File: src/rtl/alu_pkg.sv
// Shared definitions for the two-pass 32-bit ALU sequencer: op-codes,
// FSM state encoding and the high-pass op-code remap.
package alu_pkg;

    localparam logic [3:0] OP_AND = 4'b0000;
    localparam logic [3:0] OP_EOR = 4'b0001;
    localparam logic [3:0] OP_SUB = 4'b0010;
    localparam logic [3:0] OP_RSB = 4'b0011;
    localparam logic [3:0] OP_ADD = 4'b0100;
    localparam logic [3:0] OP_ADC = 4'b0101;
    localparam logic [3:0] OP_SBC = 4'b0110;
    localparam logic [3:0] OP_RSC = 4'b0111;
    localparam logic [3:0] OP_TST = 4'b1000;
    localparam logic [3:0] OP_TEQ = 4'b1001;
    localparam logic [3:0] OP_CMP = 4'b1010;
    localparam logic [3:0] OP_CMN = 4'b1011;
    localparam logic [3:0] OP_ORR = 4'b1100;
    localparam logic [3:0] OP_MOV = 4'b1101;
    localparam logic [3:0] OP_BIC = 4'b1110;
    localparam logic [3:0] OP_MVN = 4'b1111;

    typedef enum logic [1:0] {
        ST_IDLE = 2'd0,
        ST_LO   = 2'd1,
        ST_HI   = 2'd2,
        ST_RESP = 2'd3
    } seq_state_e;

    // Upper word of a wide add/subtract must chain the carry from the lower word.
    function automatic logic [3:0] hi_op(input logic [3:0] op);
        case (op)
            OP_ADD:  hi_op = OP_ADC;
            OP_SUB:  hi_op = OP_SBC;
            OP_RSB:  hi_op = OP_RSC;
            default: hi_op = op;
        endcase
    endfunction

endpackage

File: src/rtl/alu_sequencer_if.sv
// Request/response bus of the ALU sequencer; the slave modport is the sequencer side.
interface alu_sequencer_if;
    logic        req_valid;
    logic        req_ready;
    logic [3:0]  req_op;
    logic        req_wide;
    logic [63:0] req_a;
    logic [63:0] req_b;
    logic        req_cin;
    logic        rsp_valid;
    logic        rsp_ready;
    logic [63:0] rsp_data;
    logic        rsp_n;
    logic        rsp_z;
    logic        rsp_c;
    logic        rsp_v;

    modport master (
        output req_valid, req_op, req_wide, req_a, req_b, req_cin, rsp_ready,
        input  req_ready, rsp_valid, rsp_data, rsp_n, rsp_z, rsp_c, rsp_v
    );

    modport slave (
        input  req_valid, req_op, req_wide, req_a, req_b, req_cin, rsp_ready,
        output req_ready, rsp_valid, rsp_data, rsp_n, rsp_z, rsp_c, rsp_v
    );
endinterface

File: src/rtl/alu_sequencer.sv
// Runs 32- or 64-bit operations through an external 32-bit ALU in one or two passes.
// Optional feature macro: ALU_SEQ_STICKY_C_EN (persistent carry feeds the low-pass carry-in).
import alu_pkg::*;

module alu_sequencer (
    input  logic              i_clk,
    input  logic              i_rst_n,
    alu_sequencer_if.slave    bus,
    output logic [31:0]       o_il,
    output logic [31:0]       o_ir,
    output logic [3:0]        o_if,
    output logic              o_cin,
    input  logic [31:0]       i_aluout,
    input  logic              i_cout,
    input  logic              i_v
);

    seq_state_e  r_state;
    logic [3:0]  r_op;
    logic        r_wide;
    logic [63:0] r_a;
    logic [63:0] r_b;
    logic [31:0] r_il;
    logic [31:0] r_ir;
    logic [3:0]  r_if;
    logic        r_cin;
    logic [63:0] r_data;
    logic        r_n;
    logic        r_z;
    logic        r_c;
    logic        r_v;
    logic        r_rsp_valid;
    logic        w_lo_cin;
    logic        w_rsp_fire;

    assign w_rsp_fire = r_rsp_valid & bus.rsp_ready;

`ifdef ALU_SEQ_STICKY_C_EN
    logic r_sticky_c;

    // Carry persists across operations and is refreshed on every response hand-off.
    always_ff @(posedge i_clk or negedge i_rst_n) begin
        if (!i_rst_n) begin
            r_sticky_c <= 1'b0;
        end else if (w_rsp_fire) begin
            r_sticky_c <= r_c;
        end else begin
            r_sticky_c <= r_sticky_c;
        end
    end

    assign w_lo_cin = r_sticky_c;
`else
    assign w_lo_cin = bus.req_cin;
`endif

    // Sequencer FSM; ALU drive signals are registered so they are valid for the whole pass.
    always_ff @(posedge i_clk or negedge i_rst_n) begin
        if (!i_rst_n) begin
            r_state     <= ST_IDLE;
            r_op        <= 4'd0;
            r_wide      <= 1'b0;
            r_a         <= 64'd0;
            r_b         <= 64'd0;
            r_il        <= 32'd0;
            r_ir        <= 32'd0;
            r_if        <= 4'd0;
            r_cin       <= 1'b0;
            r_data      <= 64'd0;
            r_n         <= 1'b0;
            r_z         <= 1'b0;
            r_c         <= 1'b0;
            r_v         <= 1'b0;
            r_rsp_valid <= 1'b0;
        end else begin
            case (r_state)
                ST_IDLE: begin
                    if (bus.req_valid) begin
                        r_op    <= bus.req_op;
                        r_wide  <= bus.req_wide;
                        r_a     <= bus.req_a;
                        r_b     <= bus.req_b;
                        r_il    <= bus.req_a[31:0];
                        r_ir    <= bus.req_b[31:0];
                        r_if    <= bus.req_op;
                        r_cin   <= w_lo_cin;
                        r_state <= ST_LO;
                    end else begin
                        r_state <= ST_IDLE;
                    end
                end
                ST_LO: begin
                    r_data <= {32'd0, i_aluout};
                    r_c    <= i_cout;
                    r_v    <= i_v;
                    if (r_wide) begin
                        r_il    <= r_a[63:32];
                        r_ir    <= r_b[63:32];
                        r_if    <= hi_op(r_op);
                        r_cin   <= i_cout;
                        r_state <= ST_HI;
                    end else begin
                        r_n         <= i_aluout[31];
                        r_z         <= (i_aluout == 32'd0);
                        r_il        <= 32'd0;
                        r_ir        <= 32'd0;
                        r_if        <= 4'd0;
                        r_cin       <= 1'b0;
                        r_rsp_valid <= 1'b1;
                        r_state     <= ST_RESP;
                    end
                end
                ST_HI: begin
                    r_data[63:32] <= i_aluout;
                    r_n           <= i_aluout[31];
                    r_z           <= (i_aluout == 32'd0) && (r_data[31:0] == 32'd0);
                    r_c           <= i_cout;
                    r_v           <= i_v;
                    r_il          <= 32'd0;
                    r_ir          <= 32'd0;
                    r_if          <= 4'd0;
                    r_cin         <= 1'b0;
                    r_rsp_valid   <= 1'b1;
                    r_state       <= ST_RESP;
                end
                ST_RESP: begin
                    if (bus.rsp_ready) begin
                        r_rsp_valid <= 1'b0;
                        r_state     <= ST_IDLE;
                    end else begin
                        r_state     <= ST_RESP;
                    end
                end
                default: begin
                    r_state <= ST_IDLE;
                end
            endcase
        end
    end

    // Ready is also gated by reset so it reads 0 throughout the reset pulse.
    assign bus.req_ready = (r_state == ST_IDLE) & i_rst_n;
    assign bus.rsp_valid = r_rsp_valid;
    assign bus.rsp_data  = r_data;
    assign bus.rsp_n     = r_n;
    assign bus.rsp_z     = r_z;
    assign bus.rsp_c     = r_c;
    assign bus.rsp_v     = r_v;
    assign o_il          = r_il;
    assign o_ir          = r_ir;
    assign o_if          = r_if;
    assign o_cin         = r_cin;

endmodule

File: src/flat_wrapper.sv
// flat-port wrapper written by rule: the top's interface ports become plain ports
module alu_sequencer_flat 
  (i_clk, i_rst_n, o_il, o_ir, o_if, o_cin, i_aluout, i_cout, i_v, bus_req_valid, bus_req_op, bus_req_wide, bus_req_a, bus_req_b, bus_req_cin, bus_rsp_ready, bus_req_ready, bus_rsp_valid, bus_rsp_data, bus_rsp_n, bus_rsp_z, bus_rsp_c, bus_rsp_v);
  alu_sequencer_if bus_i ();
  input  logic i_clk;
  input  logic i_rst_n;
  output logic [31:0] o_il;
  output logic [31:0] o_ir;
  output logic [3:0] o_if;
  output logic o_cin;
  input  logic [31:0] i_aluout;
  input  logic i_cout;
  input  logic i_v;
  input wire logic [$bits(bus_i.req_valid)-1:0] bus_req_valid;
  input wire logic [$bits(bus_i.req_op)-1:0] bus_req_op;
  input wire logic [$bits(bus_i.req_wide)-1:0] bus_req_wide;
  input wire logic [$bits(bus_i.req_a)-1:0] bus_req_a;
  input wire logic [$bits(bus_i.req_b)-1:0] bus_req_b;
  input wire logic [$bits(bus_i.req_cin)-1:0] bus_req_cin;
  input wire logic [$bits(bus_i.rsp_ready)-1:0] bus_rsp_ready;
  output wire logic [$bits(bus_i.req_ready)-1:0] bus_req_ready;
  output wire logic [$bits(bus_i.rsp_valid)-1:0] bus_rsp_valid;
  output wire logic [$bits(bus_i.rsp_data)-1:0] bus_rsp_data;
  output wire logic [$bits(bus_i.rsp_n)-1:0] bus_rsp_n;
  output wire logic [$bits(bus_i.rsp_z)-1:0] bus_rsp_z;
  output wire logic [$bits(bus_i.rsp_c)-1:0] bus_rsp_c;
  output wire logic [$bits(bus_i.rsp_v)-1:0] bus_rsp_v;
  assign bus_i.req_valid = bus_req_valid;
  assign bus_i.req_op = bus_req_op;
  assign bus_i.req_wide = bus_req_wide;
  assign bus_i.req_a = bus_req_a;
  assign bus_i.req_b = bus_req_b;
  assign bus_i.req_cin = bus_req_cin;
  assign bus_i.rsp_ready = bus_rsp_ready;
  assign bus_req_ready = bus_i.req_ready;
  assign bus_rsp_valid = bus_i.rsp_valid;
  assign bus_rsp_data = bus_i.rsp_data;
  assign bus_rsp_n = bus_i.rsp_n;
  assign bus_rsp_z = bus_i.rsp_z;
  assign bus_rsp_c = bus_i.rsp_c;
  assign bus_rsp_v = bus_i.rsp_v;
  alu_sequencer u_core (.i_clk(i_clk), .i_rst_n(i_rst_n), .bus(bus_i), .o_il(o_il), .o_ir(o_ir), .o_if(o_if), .o_cin(o_cin), .i_aluout(i_aluout), .i_cout(i_cout), .i_v(i_v));
endmodule
File: config.mk
export PLATFORM = sky130hd
export DESIGN_NAME = alu_sequencer_flat
export DESIGN_NICKNAME = d
export VERILOG_FILES = /design/src/rtl/alu_pkg.sv /design/src/rtl/alu_sequencer_if.sv /design/src/rtl/alu_sequencer.sv /design/src/flat_wrapper.sv
export SDC_FILE = /design/constraint.sdc
export NUM_CORES = 1
export LEC_CHECK = 0
export CORE_MARGIN = 3
export CORE_UTILIZATION = 45
export DETAILED_ROUTE_END_ITERATION = 12
export DONT_BUFFER_PORTS = 1
export GPL_ROUTABILITY_DRIVEN = 0
export PLACE_DENSITY = 0.59
export SLEW_MARGIN = 20
export SYNTH_ARGS = -nofsm -noshare
export SYNTH_HDL_FRONTEND = slang
export SYNTH_SLANG_ARGS = --single-unit
File: constraint.sdc
create_clock -name i_clk -period 1.91 [get_ports i_clk]
set_clock_uncertainty 0.05 [all_clocks]
set_input_delay 0.4775 -clock i_clk [delete_from_list [all_inputs] [get_ports i_clk]]
set_output_delay 0.4775 -clock i_clk [all_outputs]
set_load 0.01 [all_outputs]
==> impl_metrics.yaml <==
timing:
  fin_crit_ps: 1880
  fmax_mhz: 533
  tightest_slew_ps: 456
  holdWs_ps: -369
  maxSlewHeadroom: 0.693
  maxSlewViolCount: 0
  min_period_over_period: 0.983
  finalSetupViolations: 0
  rsz0062_at_grt: "true"
  finalHoldViolations: 209
setup_path:
  crit_type: "reg -> out"
  rr_startpoint: "u_core.r_state[0]"
  crit_arrival_ps: 1350
  crit_buf_inv: 1
  critPathLaunchType: "flop"
  crit_family: "flip-flops"
  rrSetupSlack_ps: 100
  crit_slowest_cell: "dfrtp_1"
  path_cells: "inv_2 > ha_4 > and2_4"
  crit_path_start: "u_core.r_state[0]"
  cp_max_fo: 5
  r2r_end: "u_core.o_ir[12]"
  reg2reg_depth: 7
  end_kind: "output port"
  required_ps: 1380
  cpPeakStageDelay_ps: 420
drt:
  drt_first_pass_iters: 4
  ant_nets: 0
  wire_per_inst_um: 23.1
  drt_iter0_markers: 271
  routed_via_density: 5.73
  wirelength_mm: 22.9
  vias: 5683
  drcViolationCount: 0
global_routing:
  grt_pass1_wl_mm: 32.9
  antenna_found_initial: 0
  grt_pass1_vias: 5775
  track_usage: 0.198
  grt-ovfl-total: 0
  grt_max_degree: 211
synthesis:
  synth_top_family_by_area: "multiplexers"
  synth.distinct_cells: 27
  ys_seq_area_frac: 0.603
  netlist_area_um2: 8680
  synth_common_cells: "dfrtp_1, mux2_2, a21oi_1, nand2_1, and3_1"
  synth-async-reset-ratio: 1.00
  synth-seq-cells: 209
  synth_xor_area_frac: 0
  ys.flop_type: "dfrtp_1"
  synthCells: 728
  synth_top_cells_by_area: "dfrtp_1, mux2_2, and3_1"
  synth_enable_flop_cells: 0
  syn_nets: 904
  ys.warnings.count: 0
  synth_most_common_cell: "dfrtp_1"
  synth_compound_area_frac: 0.119
  synthAdderAreaFrac: 0.00577
  synth_mux_area_frac: 0.137
  synth_top_cell_by_area: "dfrtp_1"
  synth.top_cell.area_share: 0.603
  synthSimpleGateAreaFrac: 0.100
  syn_avg_cell_area_um2: 11.9
placed_design:
  port-buffer-count: 0
  placed_cells: 947
  hpwl_mm: 15.5
  placed_area_um2: 8920
pwr:
  p_per_area_nw_per_um2: 2010
  p_total_mw: 19.5
  peakVddDrop_mv: 1.23
  p_leak_nw: 4.41
cts:
  cts_max_level: 1
  cts_buffers: 23
  cts_tree: "built"
  clk_latency_ps: 490
  root_buffer: "clkbuf_16"
  clk_path_buf_depth: 3
  clk_pin_slew_ps: 60
  numClockSinks: 209
worst_hold_path:
  hold_path.class: "in -> async"
finish:
  final_nets: 892
  utilization: 0.514
  seq_area_um2: 5230
  multi_input_area_um2: 3190
  final_cell_count_no_fill: 991
  nFillCells: 1648
  syn_to_final_growth_pct: 11.5
  final_area_um2: 9680
  drive_gt1_frac: 0.226
run:
  maxCapViolCount: 0
outcome:
  violations: "hold timing"
  run_status: "finished, violations left"
die:
  initial_utilization: 0.461
  core_area_um2: 18800
  fp.dieW_um: 145
  core.rowCount: 50
  dieArea_um2: 21000
  ios: 311
  die-height_um: 145
==> sequential cells by signal (all words and copies together) (netlist names) <==
| register | cells |
|---|---|
| u_core.bus.rsp_c | 1 |
| u_core.bus.rsp_data | 64 |
| u_core.bus.rsp_n | 1 |
| u_core.bus.rsp_v | 1 |
| u_core.bus.rsp_valid | 1 |
| u_core.bus.rsp_z | 1 |
| u_core.o_cin | 1 |
| u_core.o_if | 4 |
| u_core.o_il | 32 |
| u_core.o_ir | 32 |
| u_core.r_a | 32 |
| u_core.r_b | 32 |
| u_core.r_op | 4 |
| u_core.r_state | 2 |
| u_core.r_wide | 1 |
==> worst register-to-register path, stage by stage (launching register included) <==
cell      delay (ps)
dfrtp_1          410
inv_2             70
ha_4             300
clkinv_2         100
o21a_4           300
buf_12           210
nand2_1          140
o21ai_0           90
==> power by group <==
| part | leakage (nW) | total [mW] | switching, mW | internal [mW] |
|---|---|---|---|---|
| Sequential | 2.61 | 8.22 | 1.84 | 6.38 |
| Combinational | 1.46 | 7.10 | 3.98 | 3.12 |
| Clock | 0.350 | 4.17 | 1.68 | 2.50 |
==> worst max path at each step <==
stage                      endpoint  slack [ps]  cells past startpoint
finish                bus_req_ready          30                      3
global route          bus_req_ready         -20                      3
CTS                 u_core.o_il[31]         -70                      6
detailed placement   u_core.o_il[9]          -7                      6
global placement     u_core.o_il[9]          60                      6
floorplan            u_core.o_if[2]         130                      8
==> what timing repair did <==
action / in CTS / in global routing
pin swaps: 0 / 4
cloned: 0 / 2
buffers inserted: 0 / 2
setup endpoints to repair: 5 / 71
resized for setup: 4 / 5
hold endpoints to repair: 209 / 209
==> area by class of cell <==
class | instances | area share
tap | 260 | 0.0336
clock buffer | 34 | 0.0679
timing repair buffer | 17 | 0.0209
multi-input combinational | 459 | 0.329
antenna | 1 | 0.000259
inverter | 6 | 0.00246
clock inverter | 5 | 0.00517
sequential | 209 | 0.540
==> cell families (layout without fill, tap and decap cells) <==
| family | count (synthesis) | count (layout) |
|---|---|---|
| compound gates | 180 | 180 |
| other cells | 0 | 1 |
| fa+ha+maj | 4 | 4 |
| buf+inv | 62 | 62 |
| flops | 209 | 209 |
| mux | 105 | 105 |
| simple gates | 168 | 170 |
==> metrics by stage <==
stage / TNS [ps] / setup WS, ps
2_1_floorplan: 0 / 135
3_3_place_gp: 0 / 58.2
3_5_place_dp: -15.9 / -7.23
4_1_cts: -401 / -67.1
5_1_grt: -27.5 / -23.8
6_report: 0 / 33.4
==> layout by cell type (no fill, tap or decap), types with 6 or more instances in the layout <==
master       n
nand2_1     71
buf_12       6
mux2_2     104
buf_4       11
clkbuf_1     7
o21ai_0     59
a22o_1      33
o21ai_1     12
clkbuf_16   23
dfrtp_1    209
a21oi_1     73
nor4_1      17
and3_1      67
==> metal layers <==
layer	global-route usage	share of wire	up-vias
li1	-	-	2575
met1	0.248	0.40	2861
met2	0.329	0.49	208
met3	0.0638	0.084	39
met4	0.0565	0.027	0
met5	0	0	-
Power figures use the tool's default switching activity.
